===== src/rtl/seq_divider_pkg.sv =====
// Shared definitions for the sequential divider and its datapath.
//   S_IDLE/S_RUN/S_DONE : state encodings used by the divider FSM
//   DEFAULT_WIDTH       : default operand width
//   state_e             : FSM state type built on the encodings above
package seq_divider_pkg;

  localparam logic [1:0] S_IDLE = 2'd0;
  localparam logic [1:0] S_RUN  = 2'd1;
  localparam logic [1:0] S_DONE = 2'd2;

  localparam int DEFAULT_WIDTH = 8;

  typedef enum logic [1:0] {
    IDLE = S_IDLE,
    RUN  = S_RUN,
    DONE = S_DONE
  } state_e;

endpackage


===== src/rtl/addsub_nbit.sv =====
// Ripple-carry add/sub chain built from 1-bit add/sub cells.
//   a, b  : N-bit operands
//   ctrl  : 0 = add, 1 = subtract (b is inverted inside each cell)
//   ci    : carry into bit 0 (tie to 1 together with ctrl=1 for a - b)
//   sum   : N-bit result
//   co    : carry out of the top bit; for a subtract, 1 means no borrow
module addsub_cell (
  input  logic a,
  input  logic b,
  input  logic ctrl,
  input  logic ci,
  output logic s,
  output logic co
);

  logic bx;

  assign bx = b ^ ctrl;
  assign s  = a ^ bx ^ ci;
  assign co = (a & bx) | (ci & (a ^ bx));

endmodule

module addsub_nbit
  import seq_divider_pkg::*;
#(
  parameter int N = DEFAULT_WIDTH + 1
) (
  input  logic [N-1:0] a,
  input  logic [N-1:0] b,
  input  logic         ctrl,
  input  logic         ci,
  output logic [N-1:0] sum,
  output logic         co
);

  logic [N:0] carry;

  assign carry[0] = ci;
  assign co       = carry[N];

  for (genvar i = 0; i < N; i++) begin : g_cell
    addsub_cell u_cell (
      .a    (a[i]),
      .b    (b[i]),
      .ctrl (ctrl),
      .ci   (carry[i]),
      .s    (sum[i]),
      .co   (carry[i+1])
    );
  end

endmodule


===== src/rtl/seq_divider.sv =====
// Iterative unsigned restoring divider, one quotient bit per clock.
//   clk, rst          : clock, asynchronous active-high reset
//   start             : request a division (accepted in IDLE or DONE)
//   dividend, divisor : operands, captured when start is accepted
//   busy              : division in progress
//   done              : one-cycle pulse when results are updated
//   quotient          : result, held until the next result
//   remainder         : result, held until the next result
//   div_by_zero       : last accepted divisor was zero
//
// state | meaning
// ------+-----------------------------------------------------------
// IDLE  | waiting for start
// RUN   | one shift/trial-subtract step per edge, WIDTH steps total
// DONE  | results just registered, done pulse; start accepted here too
module seq_divider
  import seq_divider_pkg::*;
#(
  parameter int WIDTH = DEFAULT_WIDTH
) (
  input  logic             clk,
  input  logic             rst,
  input  logic             start,
  input  logic [WIDTH-1:0] dividend,
  input  logic [WIDTH-1:0] divisor,
  output logic             busy,
  output logic             done,
  output logic [WIDTH-1:0] quotient,
  output logic [WIDTH-1:0] remainder,
  output logic             div_by_zero
);

  localparam int CW = $clog2(WIDTH);

  state_e           state;
  logic [CW-1:0]    cnt;
  logic [WIDTH:0]   rem_p;
  logic [WIDTH-1:0] q_p;
  logic [WIDTH-1:0] dvs;

  logic [WIDTH:0]   r_shift;
  logic [WIDTH:0]   trial;
  logic             no_borrow;
  logic [WIDTH:0]   r_next;
  logic [WIDTH-1:0] q_next;
  logic             unused_rem_msb;

  // The partial remainder always stays below the divisor, so its MSB is
  // zero before each shift and shifting it out loses nothing.
  assign r_shift = {rem_p[WIDTH-1:0], q_p[WIDTH-1]};
  assign unused_rem_msb = rem_p[WIDTH];

  addsub_nbit #(
    .N (WIDTH + 1)
  ) u_addsub (
    .a    (r_shift),
    .b    ({1'b0, dvs}),
    .ctrl (1'b1),
    .ci   (1'b1),
    .sum  (trial),
    .co   (no_borrow)
  );

  assign r_next = no_borrow ? trial : r_shift;
  assign q_next = {q_p[WIDTH-2:0], no_borrow};

  always_ff @(posedge clk or posedge rst) begin
    if (rst) begin
      state       <= IDLE;
      cnt         <= '0;
      rem_p       <= '0;
      q_p         <= '0;
      dvs         <= '0;
      busy        <= 1'b0;
      done        <= 1'b0;
      quotient    <= '0;
      remainder   <= '0;
      div_by_zero <= 1'b0;
    end else begin
      case (state)
        IDLE, DONE: begin
          done <= 1'b0;
          if (start) begin
            rem_p <= '0;
            q_p   <= dividend;
            dvs   <= divisor;
            cnt   <= '0;
            if (divisor == '0) begin
              // No iteration needed: publish the divide-by-zero result now.
              state       <= DONE;
              busy        <= 1'b0;
              done        <= 1'b1;
              quotient    <= '1;
              remainder   <= dividend;
              div_by_zero <= 1'b1;
            end else begin
              state       <= RUN;
              busy        <= 1'b1;
              div_by_zero <= 1'b0;
            end
          end else begin
            state <= IDLE;
            busy  <= 1'b0;
          end
        end

        RUN: begin
          rem_p <= r_next;
          q_p   <= q_next;
          cnt   <= cnt + 1'b1;
          if (cnt == CW'(WIDTH - 1)) begin
            state     <= DONE;
            cnt       <= '0;
            busy      <= 1'b0;
            done      <= 1'b1;
            quotient  <= q_next;
            remainder <= r_next[WIDTH-1:0];
          end
        end

        default: begin
          state <= IDLE;
          busy  <= 1'b0;
          done  <= 1'b0;
        end
      endcase
    end
  end

endmodule

===== config.mk =====
export PLATFORM = sky130hd
export DESIGN_NAME = seq_divider
export DESIGN_NICKNAME = d
export VERILOG_FILES = /design/src/rtl/seq_divider_pkg.sv /design/src/rtl/addsub_nbit.sv /design/src/rtl/seq_divider.sv
export SDC_FILE = /design/constraint.sdc
export NUM_CORES = 1
export LEC_CHECK = 0
export CAP_MARGIN = 20
export CORE_MARGIN = 2
export CORE_UTILIZATION = 45
export DETAILED_ROUTE_END_ITERATION = 8
export GPL_TIMING_DRIVEN = 0
export PLACE_DENSITY = 0.72
export SLEW_MARGIN = 20
export SYNTH_ARGS = -nofsm -noshare
export SYNTH_HDL_FRONTEND = slang
export SYNTH_SLANG_ARGS = --single-unit

===== constraint.sdc =====
create_clock -name clk -period 3.9 [get_ports clk]
set_input_delay 0.39 -clock clk [delete_from_list [all_inputs] [get_ports clk]]
set_output_delay 0.39 -clock clk [all_outputs]
set_load 0.02 [all_outputs]

# Yosys cells after proc, flatten, opt, wreduce, memory -nomap -nowiden
# Index checks and enable logic that the tools add are counted.
[op_classes] magnitude_cmp=0 n_shift=0 mul=0 n_addsub=1 muxes=28 div_mod_pow=0 n_reduce_logical=7 n_eq_ne=6 bitwise=50
[ops] operator="2-to-1 mux 8 bit" n=9
[ops] operator="one-hot mux 8 bit (2 select lines)" n=4
[ops] operator="AND 1 bit" n=16
[ops] operator="XOR 1 bit" n=15
[ops] operator="NOT 1 bit" n=10
[ops] operator="bitwise OR 1 bit" n=9
[ops] operator="logical NOT 8 bit" n=1
[ops] operator="2-to-1 mux 1 bit" n=6
[ops] operator="2-to-1 mux 2 bit" n=3
[ops] operator="2-to-1 mux 3 bit" n=2
[ops] operator="!= test 2 bit (second input constant)" n=3
[ops] operator="one-hot mux 3 bit (2 select lines)" n=1
[ops] operator="one-hot mux 1 bit (2 select lines)" n=2
[ops] operator="one-hot mux 2 bit (2 select lines)" n=1
[ops] operator="AND reduction 2 bit" n=2
[ops] operator="AND reduction 4 bit" n=1
[ops] operator="adder 3 x 1 -> 3 bit (second input constant)" n=1
[ops] operator="== test 3 bit (second input constant)" n=1
[ops] operator="== test 2 x 1 -> 1 bit (second input constant)" n=1
[ops] operator="== test 2 bit (second input constant)" n=1
[ops] operator="logical NOT 2 bit" n=1
[ops] operator="nonzero test 2 bit" n=1
[ops] operator="OR reduction 2 bit" n=1
[word_totals] wordCells=102 latchBits=0 inputBits=19 n_memories=0 mem_bits_rw=0 reg_bits=48 rom_bits=0

# Logic depth before layout (Yosys ltp)
# Gate-level depths: netlist (run 1).
[logic_depth] depth_word=22 mapped_depth=15 depth_no_buf=14

# Hierarchy
# Synthesis (run 1) repeated with hierarchy kept, for this count alone.
[unflattened] hier_cells=248 area_unflattened_um2=2442.3
[modules_own_cells] module="seq_divider" cells_per_inst=194 n_inst=1 area_each_um2=2048.2 seq_area_each_um2=1176.1
[modules_own_cells] module="addsub_cell" cells_per_inst=6 n_inst=9 area_each_um2=43.8 seq_area_each_um2=0.0

# Least setup slack after synthesis (run 1)
# Ideal clock, no wire load.
[synth_path] path_type="flip-flop to flip-flop" start="register q_p[7]" end="register remainder[2]" t_arrival_ns=3.889 t_required_ns=3.805 n_path_buf=1 slack_ns=-0.084 path_stages_with_launch=16 cell_sequence="dfrtp_1 inv_1 ha_1 fa_1 inv_1 fa_1 fa_1 inv_1 fa_1 fa_1 fa_1 fa_1 nand2b_1 buf_2 a211oi_1 o31ai_1"
[synth_via] elab_chain_len=21
[synth_rtl] item="start: declaration" line_no="seq_divider.sv:38" source="logic [WIDTH-1:0] q_p;"
[synth_rtl] item="start signal: assignment" line_no="seq_divider.sv:85" source="q_p <= dividend;"
[synth_rtl] item="start signal: assignment" line_no="seq_divider.sv:109" source="q_p <= q_next;"
[synth_rtl] item="AND 1 bit / XOR 1 bit (equally long branches)" line_no="addsub_nbit.sv:20" source="assign co = (a & bx) | (ci & (a ^ bx));"
[synth_rtl] item="bitwise OR 1 bit (*)" line_no="addsub_nbit.sv:20"
[synth_rtl] item="AND 1 bit (*)" line_no="addsub_nbit.sv:20"
[synth_rtl] item="bitwise OR 1 bit (*)" line_no="addsub_nbit.sv:20"
[synth_rtl] item="AND 1 bit" line_no="addsub_nbit.sv:20"
[synth_rtl] item="bitwise OR 1 bit" line_no="addsub_nbit.sv:20"
[synth_rtl] item="AND 1 bit" line_no="addsub_nbit.sv:20"
[synth_rtl] item="bitwise OR 1 bit" line_no="addsub_nbit.sv:20"
[synth_rtl] item="[5 not listed]"
[synth_rtl] item="bitwise OR 1 bit" line_no="addsub_nbit.sv:20"
[synth_rtl] item="AND 1 bit" line_no="addsub_nbit.sv:20"
[synth_rtl] item="bitwise OR 1 bit" line_no="addsub_nbit.sv:20"
[synth_rtl] item="AND 1 bit" line_no="addsub_nbit.sv:20"
[synth_rtl] item="bitwise OR 1 bit" line_no="addsub_nbit.sv:20"
[synth_rtl] item="2-to-1 mux 8 bit (*)" line_no="seq_divider.sv:64" source="assign r_next = no_borrow ? trial : r_shift;"
[synth_rtl] item="2-to-1 mux 8 bit (*)" line_no="seq_divider.sv:111" source="if (cnt == CW'(WIDTH - 1)) begin"
[synth_rtl] item="one-hot mux 8 bit (2 select lines) (*)" line_no="seq_divider.sv:80" source="case (state)"
[synth_rtl] item="end signal: assignment" line_no="seq_divider.sv:94" source="remainder <= dividend;"
[synth_rtl] item="end signal: assignment" line_no="seq_divider.sv:117" source="remainder <= r_next[WIDTH-1:0];"
[synth_rtl] item="end: declaration" line_no="seq_divider.sv:29" source="output logic [WIDTH-1:0] remainder,"
# Every way passes the cells marked *; elsewhere a longest branch is shown, timed or not. The select of a mux whose other input is x is not followed.
# A chain may end at the register's enable or synchronous reset.

# Final worst setup path (run 1)
[layout_path] start="register q_p[7]" end="register remainder[0]"
[layout_via] elab_chain_len=21
[layout_rtl] item="AND 1 bit / XOR 1 bit (equally long branches)" line_no="addsub_nbit.sv:20, addsub_nbit.sv:19"
[layout_rtl] item="bitwise OR 1 bit" line_no="addsub_nbit.sv:20"
[layout_rtl] item="AND 1 bit" line_no="addsub_nbit.sv:20"
[layout_rtl] item="bitwise OR 1 bit" line_no="addsub_nbit.sv:20"
[layout_rtl] item="AND 1 bit" line_no="addsub_nbit.sv:20"
[layout_rtl] item="bitwise OR 1 bit" line_no="addsub_nbit.sv:20"
[layout_rtl] item="AND 1 bit" line_no="addsub_nbit.sv:20"
[layout_rtl] item="bitwise OR 1 bit" line_no="addsub_nbit.sv:20"
[layout_rtl] item="[5 not listed]"
[layout_rtl] item="bitwise OR 1 bit" line_no="addsub_nbit.sv:20"
[layout_rtl] item="AND 1 bit" line_no="addsub_nbit.sv:20"
[layout_rtl] item="bitwise OR 1 bit" line_no="addsub_nbit.sv:20"
[layout_rtl] item="AND 1 bit" line_no="addsub_nbit.sv:20"
[layout_rtl] item="bitwise OR 1 bit" line_no="addsub_nbit.sv:20"
[layout_rtl] item="2-to-1 mux 8 bit (*)" line_no="seq_divider.sv:64"
[layout_rtl] item="2-to-1 mux 8 bit (*)" line_no="seq_divider.sv:111"
[layout_rtl] item="one-hot mux 8 bit (2 select lines) (*)" line_no="seq_divider.sv:80"
# Marked as above.

==> results of run 1 <==
==> sequential cells by signal (all words and copies together), names as in the netlist <==
signal       count
dvs              8
q_p              8
quotient         8
rem_p            8
remainder        8
cnt              3
busy             1
div_by_zero      1
done             1
state            1
==> worst max-delay path by stage <==
stage	startpoint	end	slack (ns)	cells after the start
6_report	q_p[7]$_DFFE_PP0P_	remainder[0]$_DFFE_PP0P_	0.17	15
2_1_floorplan	q_p[7]$_DFFE_PP0P_	remainder[0]$_DFFE_PP0P_	0.06	14
5_1_grt	q_p[7]$_DFFE_PP0P_	remainder[0]$_DFFE_PP0P_	-0.009	15
4_1_cts	q_p[7]$_DFFE_PP0P_	remainder[7]$_DFFE_PP0P_	0.001	15
3_3_place_gp	q_p[7]$_DFFE_PP0P_	rem_p[6]$_DFFE_PP0P_	-0.21	15
3_5_place_dp	q_p[7]$_DFFE_PP0P_	remainder[6]$_DFFE_PP0P_	-0.22	14
==> through the flow <==
stage	cell area [um^2]	util	cells	setup slack, ns	hold WS, ns
after floorplan	2330	-	218	0.05868	0.4497
after detailed placement	2808	0.5568	326	-0.2201	0.4700
after global placement	2788	0.5529	325	-0.2126	0.4633
after CTS	2959	0.5868	336	0.0009743	0.3853
final	2972	0.5893	336	0.1668	0.3738
after global routing	2972	0.5893	336	-0.009067	0.4246
==> per-layer routing <==
metal | GRT usage | wire length (um) | vias up
li1 | - | - | 872
met1 | 0.3109 | 2477 | 932
met2 | 0.3333 | 2655 | 73
met3 | 0.04497 | 372 | 9
met4 | 0.05458 | 62 | 0
met5 | 0 | 0 | -
==> final cells by class <==
| class | count | area [um^2] |
|---|---|---|
| fill | 448 | 2071 |
| sequential | 47 | 1176 |
| multi-input combinational | 144 | 1055 |
| timing repair buffer | 40 | 409.1 |
| tap | 70 | 87.58 |
| clock buffer | 6 | 82.58 |
| buffer | 14 | 75.07 |
| inverter | 13 | 51.30 |
| clock inverter | 2 | 35.03 |
==> cells by family after synthesis <==
kind of cell / Yosys count / synth area share
adder cells (fa/ha/maj): 10 / 0.07643
flip-flops: 47 / 0.5059
AND/OR/NAND/NOR: 78 / 0.1706
multiplexers: 1 / 0.004844
AO/OA/AOI/OAI: 55 / 0.1889
buffers and inverters: 27 / 0.05328
==> timing repair <==
item	in CTS	in global routing
gates resized for setup	8	4
pin swaps	4	11
setup endpoints to repair	18	14
hold buffers	0	0
setup buffers	2	0
==> power breakdown <==
group | switching (W) | internal [W]
clock | 0.000168 | 0.000208
combinational | 0.000814 | 0.000722
sequential | 0.000156 | 0.000735
total | 0.00114 | 0.00166
==> layout by cell type, fill, tap and decap left out, types with 4 or more instances in the layout <==
| cell type | synthesis | final |
|---|---|---|
| dfrtp_1 | 47 | 47 |
| nand2_1 | 42 | 42 |
| clkdlybuf4s50_1 | 0 | 37 |
| nor2_1 | 12 | 12 |
| a31oi_1 | 12 | 12 |
| inv_1 | 12 | 10 |
| fa_2 | 0 | 7 |
| buf_2 | 7 | 6 |
| nor3b_1 | 6 | 6 |
| a211o_1 | 6 | 6 |
| a311oi_1 | 6 | 6 |
| o31ai_1 | 6 | 6 |
| clkbuf_8 | 0 | 6 |
| o22a_2 | 5 | 5 |
| clkbuf_1 | 4 | 4 |
| nand3_1 | 4 | 4 |
==> worst max-delay path, cell delays in order (launching register included) <==
cell,delay (ns)
dfrtp_1,0.38
inv_1,0.06
ha_2,0.18
fa_2,0.36
inv_2,0.06
fa_2,0.19
fa_2,0.18
inv_1,0.05
fa_2,0.36
fa_2,0.38
fa_2,0.37
fa_2,0.40
buf_6,0.15
nor3b_1,0.12
a211o_1,0.30
a31oi_1,0.13
==> cell usage after synthesis <==
| library cell | instances |
|---|---|
| a211o_1 | 6 |
| a211oi_1 | 2 |
| a21o_1 | 1 |
| a21oi_1 | 3 |
| a22o_1 | 1 |
| a22oi_1 | 2 |
| a311oi_1 | 6 |
| a31oi_1 | 12 |
| a31oi_4 | 1 |
| a32o_1 | 1 |
| and3b_1 | 3 |
| buf_1 | 2 |
| buf_2 | 7 |
| buf_8 | 1 |
| clkbuf_1 | 4 |
| dfrtp_1 | 47 |
| fa_1 | 7 |
| ha_1 | 3 |
| inv_1 | 12 |
| inv_4 | 1 |
| mux2_2 | 1 |
| nand2_1 | 42 |
| nand2b_1 | 3 |
| nand3_1 | 4 |
| nand3b_1 | 1 |
| nor2_1 | 12 |
| nor2b_1 | 2 |
| nor3b_1 | 6 |
| nor4_4 | 2 |
| o21ai_0 | 2 |
| o22a_1 | 3 |
| o22a_2 | 5 |
| o2bb2ai_1 | 2 |
| o311ai_0 | 2 |
| o31ai_1 | 6 |
| or2_2 | 1 |
| or4_1 | 2 |
==> metrics.txt, run 1 <==
Hold Crit Class in2async; final hold vios 0; Max VDD drop 330.9 uV; final setup fails 0; reg2reg start q_p[7]$_DFFE_PP0P_; wire length per cell 16.57 um; synth unique cells 37; Slew Limit Fails 0; Routed WL roughly 5.6 mm; Initial Util 0.4610; Clock Pin Slew Worst Setup and Hold Paths approximately 0.090 ns; Synth Net Count ~250; CTS buffer count 5; DRT iter0 DRCs 188; synth-to-layout area growth 27.83%; minimum clock period 3.733 ns; Avg Cell Area, Syn around 11 um^2; power per cell area 943.1 nW/um^2; ratio of cells with drive above 1 in the final layout 0.1579; H-Tree Depth 2; status completed; worst skew pair latency ~0.31 ns; number of global-route vias before repair about 1800; startpoint types register; Rel. slew slack 0.5662; gr ovfl total 0; WP data arrival slightly below 4 ns; Yosys top cell area share 0.5059; setup_tns 0 ns; synthesized area between 2000 and 2500 um^2; Final nets 294; reg2reg path depth 15; Setup CP Type reg2reg; # diodes 0; antenna-violating nets left 0; Global Route Usage Sum 0.2156; IO buf count 37; Yosys warnings 0; post-synthesis sequential area ratio 0.5059; DRC Markers 0; First-pass DRT Iterations 4; Core ar. 5042 um^2; final period utilization 0.9572; Synth Instances approximately 220; worst slew pin tran roughly 0.65 ns; Synth area leaders dfrtp_1 (51%), nand2_1 (6.8%), fa_1 (6.0%); Overall Power 0.002802 W; HPWL after DPL 3.967 mm; clk_skew roughly 0.0070 ns; flops & latches, synth 47; initial antenna violation count 0; CTS tree yes; die span in x between 70 and 80 um; Reg2Reg Setup Slack 0.17 ns; CTS root buffer clkbuf_8; clk buf depth 2; Die H 75.88 um; total number of vias 1886; static leakage between 1 and 1.5 nW; die area 5757 um^2; CP max FO 6; Synth area leader dfrtp_1; CP Capture Type register; # clock sinks 47; required time worst endpoint 4.13 ns; GPL Wtd Cong around 0.82; first-pass GRT wire length just over 9 mm; # rows 26; achievable clock frequency 0.2679 GHz; MaxCap Viol Count 0; IO Count 38; FF-to-FF End remainder[0]$_DFFE_PP0P_; largest net degree at the start of global routing 33; routed vias/inst 5.613
Note: power is estimated with default switching activity, not from simulation.
==> inputs of run 2 (changes only) <==
--- a/config.mk
+++ b/config.mk
@@ -5,6 +5,7 @@
 export SDC_FILE = /design/constraint.sdc
 export NUM_CORES = 1
 export LEC_CHECK = 0
+export ABC_AREA = 1
 export CAP_MARGIN = 20
 export CORE_MARGIN = 2
 export CORE_UTILIZATION = 45
==> run 2 against run 1 <==
Net effect: global-route usage down 2.1 points; final area about the same; sequential share of layout area about the same; cell count up 9.5%; largest cell class unchanged; via count down 1.6%; register-to-register slack better by 0.04 ns; synthesized cell count up 15%.
==> metrics.txt, run 2 <==
antenna-violating nets left 0; main combinational cell family by area after synthesis simple AND/OR/NAND/NOR gates; Synth area leader dfrtp_1; clk_skew between 0.01 and 0.015 ns; static leakage 1.420 nW; worst skew pair latency around 0.30 ns; flops & latches, synth 47; cts hold-fix bufs 0; First-pass DRT Iterations 4; EDFF count, synth 0; post-synthesis sequential area ratio 0.5005; mux cell area share after synthesis 0.02875; final std cells w/o fill 368; status completed; # diodes 0; wire length per cell 13.55 um; synth cell count leaders nand2_1 (63), dfrtp_1 (47), nand3_1 (43); Die H about 76 um; most frequent cells in the layout nand2_1 (62), dfrtp_1 (47), nand3_1 (39), clkdlybuf4s50_1 (37), inv_1 (25); Global Route Usage Sum 0.1950; Synth Area in Adders 0.07561; Hold Crit Class in2async; routed vias/inst ~5.0; number of global-route vias before repair 1936; required time worst endpoint 4.10 ns; power per cell area approximately 920 nW/um^2; ratio of cells with drive above 1 in the final layout 0.1745; Max VDD drop 336.8 uV; Routed WL 4.985 mm; Avg Cell Area, Syn between 9 and 10 um^2; total number of vias 1856; IO buf count 37; DRT iter0 DRCs 162; synthesized area about 2300 um^2; synth-to-layout area growth 26.57%; simple-gate portion of the synthesized area 0.2487; final hold vios 0; gr ovfl total 0; minimum clock period 3.692 ns; Core ar. a little over 5000 um^2; Synth Area in XOR/XNOR 0; Reg2Reg Setup Slack 0.21 ns; Place WS -0.2765 ns; Yosys warnings 0; DRC Markers 0; Slew Limit Fails 0; Final WS setup 0.2077 ns; Initial Util 0.4630; Clock Pin Slew Worst Setup and Hold Paths 0.09 ns; Synth area leaders dfrtp_1 (50%), nand2_1 (10%), nand3_1 (9.2%); HPWL after DPL 3.706 mm; Compound-Gate Fraction of Synth Area 0.07508; RSZ-0062 raised after global routing no; Placed Cells incl. Taps 358; CTS root buffer clkbuf_8; most common cell after layout, fill and taps aside nand2_1; first-pass GRT wire length 9.004 mm; synth unique cells 24; final setup fails 0; worst slew pin tran 0.4240 ns; clk buf depth 2; largest net degree at the start of global routing 30; startpoint types register; Rel. slew slack 0.7169; CTS tree yes; Setup CP Type reg2reg; Synth Net Count roughly 280; die span in x 76.26 um; die area 5816 um^2; GPL Wtd Cong 0.8356; final period utilization 0.9467; H-Tree Depth 2; most common flop cell mapped by yosys dfrtp_1; CP Capture Type register; IO Count 38; initial antenna violation count 0; achievable clock frequency approximately 0.27 GHz; # clock sinks 47; # rows 26; WP data arrival 3.89 ns; top-count cell post-synth nand2_1; Final nets 326; Synth Instances 250; filler cell count 463; Async SR Flop Fraction 1.000; Yosys top cell area share 0.5005; CP max FO 10; CTS buffer count 5; MaxCap Viol Count 0
run 2: power by group:
group | total [W] | leakage, nW | internal (W) | switching, W
clock network | 0.000283 | 0.0422 | 0.000126 | 0.000157
registers | 0.000868 | 0.580 | 0.000724 | 0.000143
logic | 0.00158 | 0.798 | 0.000664 | 0.000919
run 2: what timing repair did:
item / in CTS / in global routing
endpoints found under the setup margin: 18 / 16
gates resized for setup: 6 / 10
pin swaps: 0 / 2
setup buffers: 1 / 1
run 2: path summary, 6_finish.rpt:
kind / from / end / cells after the start
setup / recovery: q_p[7]$_DFFE_PP0P_ / remainder[1]$_DFFE_PP0P_ / 17
hold / removal: rst / quotient[3]$_DFFE_PP0P_ / 2
setup reg to reg: q_p[7]$_DFFE_PP0P_ / remainder[1]$_DFFE_PP0P_ / 17
hold reg to reg: quotient[0]$_DFFE_PP0P_ / quotient[0]$_DFFE_PP0P_ / 2
max in group asynchronous: rst / dvs[6]$_DFFE_PP0P_ / 3
min in group clk: quotient[0]$_DFFE_PP0P_ / quotient[0]$_DFFE_PP0P_ / 2
run 2: critical path, stage by stage (launching register included):
cell and delay [ns]:
dfrtp_1 0.41, inv_1 0.06, ha_1 0.22, fa_2 0.39
inv_2 0.07, fa_2 0.20, fa_1 0.16, inv_1 0.06
fa_2 0.38, fa_2 0.35, fa_2 0.39, fa_2 0.38
inv_2 0.10, nor2_4 0.07, nand3_1 0.13, nand3_2 0.10
nand3_1 0.08, nand2_1 0.05
run 2: area by class of cell:
cell class                 count  area [um^2]  share of cell area
sequential                    47         1176              0.3955
tap                           70        87.58             0.02945
multi-input combinational    165         1056              0.3551
inverter                      29        108.9             0.03660
timing repair buffer          40        405.4              0.1363
clock buffer                   7        76.32             0.02566
clock inverter                 1        5.005            0.001683
buffer                         9        58.81             0.01977
run 2: through the flow:
step / power (W) / hold slack (ns) / utilization / setup TNS, ns / cell area [um^2]
global placement: 0.002340 / 0.4525 / 0.5533 / -2.659 / 2808
CTS: 0.002698 / 0.4100 / 0.5777 / 0 / 2932
global route: 0.003022 / 0.4335 / 0.5860 / 0 / 2974
finish: 0.002734 / 0.3998 / 0.5860 / 0 / 2974
floorplan: 0.001913 / 0.4570 / - / 0 / 2350
detailed placement: 0.002379 / 0.4579 / 0.5572 / -3.020 / 2828
run 2: cell families after synthesis:
family          after synthesis
compound gates               24
fa+ha+maj                    10
buf+inv                      38
flops                        47
mux                           6
simple gates                125
run 2: per-layer routing:
metal	global-route usage	vias up	share of wire
li1	-	911	-
met1	0.2535	864	0.44
met3	0.04739	12	0.059
met2	0.3080	69	0.48
met4	0.09273	0	0.025
met5	0	-	0
